`src/rtl/mdio_pkg.sv`:
```
// Shared definitions for the Clause 22 MDIO master: frame field codes,
// bit counts, state encodings and the frame legality check.
// Optional feature macro used by the design: MDIO_PREAMBLE_EN.
package mdio_pkg;

    localparam logic [1:0] ST_CODE = 2'b01;
    localparam logic [1:0] OP_WR   = 2'b01;
    localparam logic [1:0] OP_RD   = 2'b10;

    localparam int FRAME_BITS    = 32;
    localparam int RD_BITS       = 16;
    localparam int PREAMBLE_BITS = 32;

    localparam logic [2:0] IDLE      = 3'd0;
    localparam logic [2:0] PRE       = 3'd1;
    localparam logic [2:0] SHIFT_OUT = 3'd2;
    localparam logic [2:0] SHIFT_IN  = 3'd3;
    localparam logic [2:0] DONE      = 3'd4;

    typedef enum logic [2:0] {
        S_IDLE      = IDLE,
        S_PRE       = PRE,
        S_SHIFT_OUT = SHIFT_OUT,
        S_SHIFT_IN  = SHIFT_IN,
        S_DONE      = DONE
    } state_t;

    // A frame is startable only with the Clause 22 start code and a read or write opcode.
    function automatic logic frame_legal(input logic [31:0] frame);
        return (frame[31:30] == ST_CODE) &&
               ((frame[29:28] == OP_WR) || (frame[29:28] == OP_RD));
    endfunction

endpackage

```
`src/rtl/mdio_clk_gen.sv`:
```
// MDC divider. While enabled, counts 0..MDC_DIV-1 and toggles MDC at the
// terminal count. rise_tick/fall_tick are high in the cycle whose closing
// edge makes MDC go 0->1 / 1->0, so the controller acts on that same edge.
// Ports: clk, reset (sync, active-high), en, clr (sync clear to MDC=0),
//        mdc (registered), rise_tick, fall_tick.
module mdio_clk_gen #(
    parameter int MDC_DIV = 2
) (
    input  logic clk,
    input  logic reset,
    input  logic en,
    input  logic clr,
    output logic mdc,
    output logic rise_tick,
    output logic fall_tick
);

    localparam int CW = (MDC_DIV > 1) ? $clog2(MDC_DIV) : 1;
    localparam logic [CW-1:0] TERM = CW'(MDC_DIV - 1);

    logic [CW-1:0] cnt_r;
    logic          mdc_r;
    logic          tick_s;

    assign tick_s    = en & (cnt_r == TERM);
    assign rise_tick = tick_s & ~mdc_r;
    assign fall_tick = tick_s & mdc_r;
    assign mdc       = mdc_r;

    // Divider counter and MDC toggle flop.
    always_ff @(posedge clk) begin
        if (reset || clr) begin
            cnt_r <= '0;
            mdc_r <= 1'b0;
        end else if (en) begin
            if (tick_s) begin
                cnt_r <= '0;
                mdc_r <= ~mdc_r;
            end else begin
                cnt_r <= cnt_r + CW'(1);
            end
        end else begin
            cnt_r <= cnt_r;
            mdc_r <= mdc_r;
        end
    end

endmodule

```
`src/rtl/mdio_controller.sv`:
```
// Clause 22 MDIO management master. Accepts a 32-bit frame from the host,
// shifts it MSB-first onto MDIO_OUT (changing on MDC fall, PHY samples on
// rise) and, for reads, releases the line after the turnaround and captures
// 16 data bits from MDIO_IN on MDC rises.
// Ports: CLK, RESET (sync, active-high), T_DATA, T_INI, T_BUSY, T_DONE, ERR,
//        MDC, MDIO_OUT, MDIO_OE, MDIO_IN, RD_DATA.
// Macro MDIO_PREAMBLE_EN: when defined, 32 preamble ones precede each frame.
module mdio_controller
    import mdio_pkg::*;
#(
    parameter int MDC_DIV = 2
) (
    input  logic        CLK,
    input  logic        RESET,
    input  logic [31:0] T_DATA,
    input  logic        T_INI,
    output logic        T_BUSY,
    output logic        T_DONE,
    output logic        ERR,
    output logic        MDC,
    output logic        MDIO_OUT,
    output logic        MDIO_OE,
    input  logic        MDIO_IN,
    output logic [15:0] RD_DATA
);

    localparam logic [4:0] IDX_LAST     = 5'(FRAME_BITS - 1);
    localparam logic [4:0] IDX_TA_END   = 5'(RD_BITS);
    localparam logic [4:0] IDX_RD_FIRST = 5'(RD_BITS - 1);
`ifdef MDIO_PREAMBLE_EN
    localparam logic [4:0] IDX_PRE      = 5'(PREAMBLE_BITS - 1);
`endif

    state_t      state_r;
    logic [31:0] frame_r;
    logic [4:0]  idx_r;
    logic [15:0] shadow_r;
    logic [15:0] rd_data_r;
    logic        busy_r;
    logic        done_r;
    logic        err_r;
    logic        out_r;
    logic        oe_r;

    logic        accept_s;
    logic        en_s;
    logic        rise_tick_s;
    logic        fall_tick_s;
    logic        is_read_s;

    assign T_BUSY   = busy_r;
    assign T_DONE   = done_r;
    assign ERR      = err_r;
    assign MDIO_OUT = out_r;
    assign MDIO_OE  = oe_r;
    assign RD_DATA  = rd_data_r;
    assign is_read_s = (frame_r[29:28] == OP_RD);

    // Accept decode and divider enable (MDC runs only in the shifting states).
    always_comb begin
        accept_s = 1'b0;
        en_s     = 1'b0;
        if (state_r == S_IDLE) begin
            accept_s = T_INI & frame_legal(T_DATA);
        end else begin
            accept_s = 1'b0;
        end
        case (state_r)
            S_PRE, S_SHIFT_OUT, S_SHIFT_IN: en_s = 1'b1;
            default:                        en_s = 1'b0;
        endcase
    end

    mdio_clk_gen #(.MDC_DIV(MDC_DIV)) u_clk_gen (
        .clk       (CLK),
        .reset     (RESET),
        .en        (en_s),
        .clr       (accept_s),
        .mdc       (MDC),
        .rise_tick (rise_tick_s),
        .fall_tick (fall_tick_s)
    );

    // Frame sequencer with registered pin and host outputs.
    always_ff @(posedge CLK) begin
        if (RESET) begin
            state_r   <= S_IDLE;
            frame_r   <= 32'h0000_0000;
            idx_r     <= 5'd0;
            shadow_r  <= 16'h0000;
            rd_data_r <= 16'h0000;
            busy_r    <= 1'b0;
            done_r    <= 1'b0;
            err_r     <= 1'b0;
            out_r     <= 1'b0;
            oe_r      <= 1'b0;
        end else begin
            done_r <= 1'b0;
            err_r  <= 1'b0;
            case (state_r)
                S_IDLE: begin
                    if (accept_s) begin
                        frame_r <= T_DATA;
                        busy_r  <= 1'b1;
                        oe_r    <= 1'b1;
`ifdef MDIO_PREAMBLE_EN
                        state_r <= S_PRE;
                        idx_r   <= IDX_PRE;
                        out_r   <= 1'b1;
`else
                        state_r <= S_SHIFT_OUT;
                        idx_r   <= IDX_LAST;
                        out_r   <= T_DATA[31];
`endif
                    end else if (T_INI) begin
                        err_r <= 1'b1;
                    end else begin
                        state_r <= S_IDLE;
                    end
                end
`ifdef MDIO_PREAMBLE_EN
                S_PRE: begin
                    if (fall_tick_s) begin
                        if (idx_r == 5'd0) begin
                            state_r <= S_SHIFT_OUT;
                            idx_r   <= IDX_LAST;
                            out_r   <= frame_r[31];
                        end else begin
                            idx_r <= idx_r - 5'd1;
                        end
                    end else begin
                        state_r <= S_PRE;
                    end
                end
`endif
                S_SHIFT_OUT: begin
                    if (fall_tick_s) begin
                        if (idx_r == 5'd0) begin
                            state_r <= S_DONE;
                            done_r  <= 1'b1;
                            oe_r    <= 1'b0;
                            out_r   <= 1'b0;
                        end else if (is_read_s && (idx_r == IDX_TA_END)) begin
                            // Turnaround finished: hand the line to the PHY.
                            state_r <= S_SHIFT_IN;
                            idx_r   <= IDX_RD_FIRST;
                            oe_r    <= 1'b0;
                            out_r   <= 1'b0;
                        end else begin
                            idx_r <= idx_r - 5'd1;
                            out_r <= frame_r[idx_r - 5'd1];
                        end
                    end else begin
                        state_r <= S_SHIFT_OUT;
                    end
                end
                S_SHIFT_IN: begin
                    if (rise_tick_s) begin
                        shadow_r <= {shadow_r[14:0], MDIO_IN};
                    end else if (fall_tick_s) begin
                        if (idx_r == 5'd0) begin
                            state_r   <= S_DONE;
                            done_r    <= 1'b1;
                            rd_data_r <= shadow_r;
                        end else begin
                            idx_r <= idx_r - 5'd1;
                        end
                    end else begin
                        state_r <= S_SHIFT_IN;
                    end
                end
                S_DONE: begin
                    state_r <= S_IDLE;
                    busy_r  <= 1'b0;
                end
                default: begin
                    state_r <= S_IDLE;
                    busy_r  <= 1'b0;
                    oe_r    <= 1'b0;
                    out_r   <= 1'b0;
                end
            endcase
        end
    end

endmodule

```
`config.mk`:
```
export PLATFORM = sky130hd
export DESIGN_NAME = mdio_controller
export DESIGN_NICKNAME = d
export VERILOG_FILES = /design/src/rtl/mdio_pkg.sv /design/src/rtl/mdio_clk_gen.sv /design/src/rtl/mdio_controller.sv
export SDC_FILE = /design/constraint.sdc
export NUM_CORES = 1
export LEC_CHECK = 0
export BUFFER_PORTS_ARGS = -buffer_cell sky130_fd_sc_hd__buf_2
export CAP_MARGIN = 5
export CORE_ASPECT_RATIO = 0.8
export CORE_MARGIN = 2
export CORE_UTILIZATION = 55
export CTS_CLUSTER_DIAMETER = 80
export DETAILED_ROUTE_END_ITERATION = 8
export PLACE_DENSITY_LB_ADDON = 0.05
export SYNTH_ARGS = -nofsm -noshare
export SYNTH_HDL_FRONTEND = slang
export SYNTH_SLANG_ARGS = --single-unit
```
`constraint.sdc`:
```
create_clock -name CLK -period 2.81 [get_ports CLK]
set_input_delay 0.4215 -clock CLK [delete_from_list [all_inputs] [get_ports CLK]]
set_output_delay 0.4215 -clock CLK [all_outputs]
set_load 0.01 [all_outputs]
```
======== After elaboration in Yosys (flattened, before gate mapping) ========
Index checks and enable logic that the tools add are counted.
cells by class
  mux-type cells .......................... 38
  bitwise operators ....................... 9
  add/subtract/negate cells ............... 2
  magnitude comparators ................... 1
  reductions and logical operators ........ 20
  equal/unequal tests ..................... 19
operators with widths
  operator                                                                      number
  5-bit two-way mux                                                             7
  3-bit two-way mux                                                             8
  1-bit two-way mux                                                             16
  5-bit case mux with 3 select lines                                            1
  4-bit AND reduction                                                           3
  2-bit inequality test, second input constant                                  5
  3-bit case mux with 3 select lines                                            1
  2-bit AND reduction                                                           4
  7-bit AND reduction                                                           1
  3-bit by 2-bit == test with 1-bit output, second input constant               2
  5-bit by 6-bit less-than comparator with 1-bit output, second input constant  1
  3-bit inequality test, second input constant                                  2
  1-bit case mux with 3 select lines                                            2
  3-bit OR reduction                                                            2
  1-bit binary-select mux with 5-bit select                                     1
  5-bit == test, second input constant                                          1
  5-bit logical NOT                                                             1
  1-bit inverter                                                                5
  5-bit by 1-bit subtractor with 5-bit output, second input constant            1
  1-bit bitwise AND                                                             4
  2-bit by 1-bit == test with 1-bit output, second input constant               2
  2-bit == test, second input constant                                          2
  4-bit inequality test, second input constant                                  1
  1-bit case mux with 2 select lines                                            2
  11 further kinds                                                              14
word-level totals
  bits in registers ....................... 79
  input port bits ......................... 36
  output and inout bits ................... 22
  word-level logic and storage cells ...... 101

======== Logic depth before layout (Yosys ltp) ========
  word-level depth ........................ 8
  gate-level depth with buffers ........... 10
  depth with buffers taken out ............ 7

======== Hierarchy ========
From an unflattened synthesis, not the netlist that was laid out.
unflattened totals
  cells, all modules ...................... 382
  area total of the unflattened synthesis .. 3,440.8 µm²
by module, submodules not included
  module           times used  area an instance (µm²)  cells an instance  sequential area each (µm²)
  mdio_controller  1           3,345.7                 373                1,541.5
  mdio_clk_gen     1           95.1                    9                  40.0

======== Worst setup path after synthesis ========
No wires, ideal clock.
  path type ............................... register -> register
  start point ............................. reg idx_r[0]
  end point ............................... reg out_r, in the netlist MDIO_OUT
  path buffers ............................ 1
  arrival ................................. 2,228 ps
  path slack .............................. 447 ps
  period minus slack after synthesis ...... 2,363 ps
  cell stages (with the launch flop) ...... 9
  setup time .............................. 134 ps
  path through ............................ dfxtp_1 buf_2 inv_1 ha_1 xor2_2 mux2_2 mux4_2 a21oi_1 o32ai_1
on the way
  cells in the longest elaborated chain, start to end .. 7
  elaborated cells on any way between the ends .. 10
  classes of those cells .................. 1 x add/sub; 1 x eq/ne; 6 x mux; 2 x reduce/logical
ends and longest elaborated chain
  item                                         line                    RTL
  start: declaration                           mdio_controller.sv:36   logic [4:0] idx_r;
  start signal: assignment                     mdio_controller.sv:150  idx_r <= idx_r - 5'd1;
  start signal: assignment                     mdio_controller.sv:166  idx_r <= idx_r - 5'd1;
  5-bit by 1-bit subtractor with 5-bit output  mdio_controller.sv:151  out_r <= frame_r[idx_r - 5'd1];
  1-bit binary-select mux with 5-bit select    mdio_controller.sv:151
  1-bit two-way mux (not written as such)      mdio_controller.sv:151
  1-bit two-way mux                            mdio_controller.sv:143  end else if (is_read_s && (idx_r == IDX_TA_END)) begin
  1-bit two-way mux *                          mdio_controller.sv:138  if (idx_r == 5'd0) begin
  1-bit two-way mux *                          mdio_controller.sv:137  if (fall_tick_s) begin
  1-bit case mux with 3 select lines *         mdio_controller.sv:100  case (state_r)
  end signal: assignment                       mdio_controller.sv:113  out_r <= T_DATA[31];
  end signal: assignment                       mdio_controller.sv:151
  end: declaration                             mdio_controller.sv:42   logic out_r;
Every way passes the cells marked *; elsewhere a longest branch is shown, timed or not. The select of a mux whose other input is x is not followed.
A chain may end at the register's enable or synchronous reset.

======== Worst setup path after layout ========
  start point ............................. reg idx_r[1]
  end point ............................... reg out_r, in the netlist MDIO_OUT
Same word-level chain as after synthesis.

==> flow_summary.yaml <==
floorplanning:
  die_area_um2: 6680
  start_util_pct: 56.4
  die_y_um: 73.5
  fp.coreArea_um2: 5880
  io_pins: 58
  dieWidth_um: 90.9
  row_count: 25
timing:
  hold_viol_final: 0
  skew_ns: 0.0131
  hold_slack_ns: 0.301
  slew_violations: 0
  finalSetupViolations: 0
  period_share_pct: 79.1
  fin_setup_tns_ns: 0
  slew_headroom_pct: 56.7
  rsz0062_at_grt: "false"
  final.min_clock_period_ns: 2.22
  fmax_mhz: 450
  worstMarginPinSlew_ns: 0.650
clock_tree:
  cts_sinks: 79
  post_cts_buffers: 0
  cts_made_buffers: 9
  clock_path_buffers: 2
  cts_tree: "done"
  post_cts_resized: 0
  postCtsHoldBufs: 0
  clk_pin_slew_ns: 0.08
  clkLatencyLatePin_ns: 0.35
  cts_root_buf: "clkbuf_8"
  cts.htree.levels: 3
setup_path:
  startpoint_type: "flip-flop"
  cp_max_fo: 7
  path_class: "flip-flop to flip-flop"
  cp-end-kind: "flip-flop"
  arrival_ns: 2.45
  crit_required_ns: 3.03
synth:
  synth-edff-count: 0
  synth_area_um2: 3320
  syn_inst: 406
  avgSynthCellArea_um2: 8.18
  synth-seq-cells: 79
  synth_largest_area_cell: "dfxtp_1"
  ys_warn_count: 0
  synth_cell_types: 44
  async_reset_ff_share_pct: 0
  synth_most_common_cell: "nand2_1"
  synth_area_leaders: "dfxtp_1, nand2_1, a21oi_1, mux4_2, clkbuf_1"
  ys.flop_type: "dfxtp_1"
  ys_seq_area_share_pct: 47.6
  syn_nets: 443
  synth_top_area_share_pct: 47.6
  synth.top_cells.by_count: "nand2_1, dfxtp_1, a21oi_1, clkbuf_1, nor2_1"
drt:
  ant_nets: 0
  drt-met1-wl_um: 3500
  dr_wl_met2_um: 3160
  wl_per_cell_um: 13.0
  drtIter0Drc: 88
  met3_wirelength_um: 328
  dr_total_vias: 2793
  remaining_drc_errors: 0
  via_per_inst: 5.20
  dr.pass1.iters: 4
  top_layer: "met4"
  finalWirelength_um: 7000
power_and_ir_drop:
  p_leak_nw: 1.40
  irDropWorstVdd_mv: 0.368
  pwr_density_cell_nw_per_um2: 542
  power_mw: 2.07
grt:
  grt_util_all_layers_pct: 22.2
  grt_remaining_overflow: 0
  antenna_found_initial: 0
  grt_pass1_vias: 2630
  grt_pass1_wl_um: 11800
  grt_max_degree: 51
hold_path:
  min_path_type: "input pin to flip-flop"
place:
  dp_hpwl_um: 4760
  place_congestion: 0.876
  port-buffer-count: 57
final_layout:
  diodes: 0
  fin_nets: 488
  area_growth_pct: 14.8
  drive_gt1_share_pct: 20.4
run:
  maxCapViolations: 0
outcome:
  status: "complete, no violations"
-- state kept, by name, indices dropped and copies added (netlist names) --
register	cells
frame_r	32
RD_DATA	16
shadow_r	16
idx_r	5
state_r	3
ERR	1
MDIO_OE	1
MDIO_OUT	1
T_BUSY	1
T_DONE	1
u_clk_gen.cnt_r	1
u_clk_gen.mdc	1
-- placed cells by master, fill, tap and decap left out, types with 3 or more instances in the layout --
cell,count
nor3b_1,4
nor3_1,4
nand2_1,127
nor2_1,15
nand3b_1,3
a31oi_1,3
inv_1,11
a21oi_1,71
clkinvlp_4,3
mux2i_1,3
nand2b_1,3
nand3_1,6
a211oi_1,3
o21ai_0,3
clkbuf_8,9
buf_2,57
mux2_2,4
buf_4,4
a311oi_1,5
mux4_2,7
dfxtp_1,79
-- layout make-up --
type,instances,area (µm²)
repair buffers,62,335
well taps,81,101
fillers,541,2070
inverters,11,41.3
clock inverters,6,45.0
multi-input cells,288,1580
flip-flops and latches,79,1580
clock buffers,10,128
-- routing by layer --
layer / vias to the layer above / track usage, %
li1: 1463 / -
met1: 1274 / 29.6
met2: 54 / 35.2
met3: 2 / 6.56
met4: 0 / 7.24
met5: - / 0
-- metrics by stage --
stage	setup slack, ns	cell area (µm²)	instances	utilization (%)
after detailed placement	0.579	3640	521	61.9
after floorplan	0.447	3320	406	-
after global placement	0.647	3640	521	61.9
after global routing	0.486	3810	537	64.8
final	0.588	3810	537	64.8
after CTS	0.576	3810	537	64.8
-- report_power, final --
| part | switching [mW] | internal [mW] |
|---|---|---|
| combinational | 0.0970 | 0.0754 |
| clock | 0.419 | 0.323 |
| sequential | 0.0146 | 1.14 |
| total | 0.530 | 1.54 |
-- path summary, 6_finish.rpt --
kind               from           to  slack, ns  depth (start not counted)
max            idx_r[1]     MDIO_OUT       0.59                          7
min          T_DATA[17]  frame_r[17]       0.30                          3
max reg2reg    idx_r[1]     MDIO_OUT       0.59                          7
min reg2reg  frame_r[0]   frame_r[0]       0.45                          2
-- critical path: stages (launching register included) --
cell	delay [ns]
dfxtp_1	0.35
inv_1	0.05
ha_1	0.25
xor2_2	0.37
mux2_2	0.39
mux4_2	0.46
a21oi_1	0.15
o32ai_1	0.09
-- cell families after synthesis --
group,share of synthesized area [%]
AOI/OAI and AO/OA,15.8
xor gates and xnor gates,1.02
adders and majority gates,0.377
buffers and inverters,4.90
DFF,47.6
muxes,7.35
and+or+nand+nor,23.0
No activity file was read; power rests on OpenSTA's default activity.
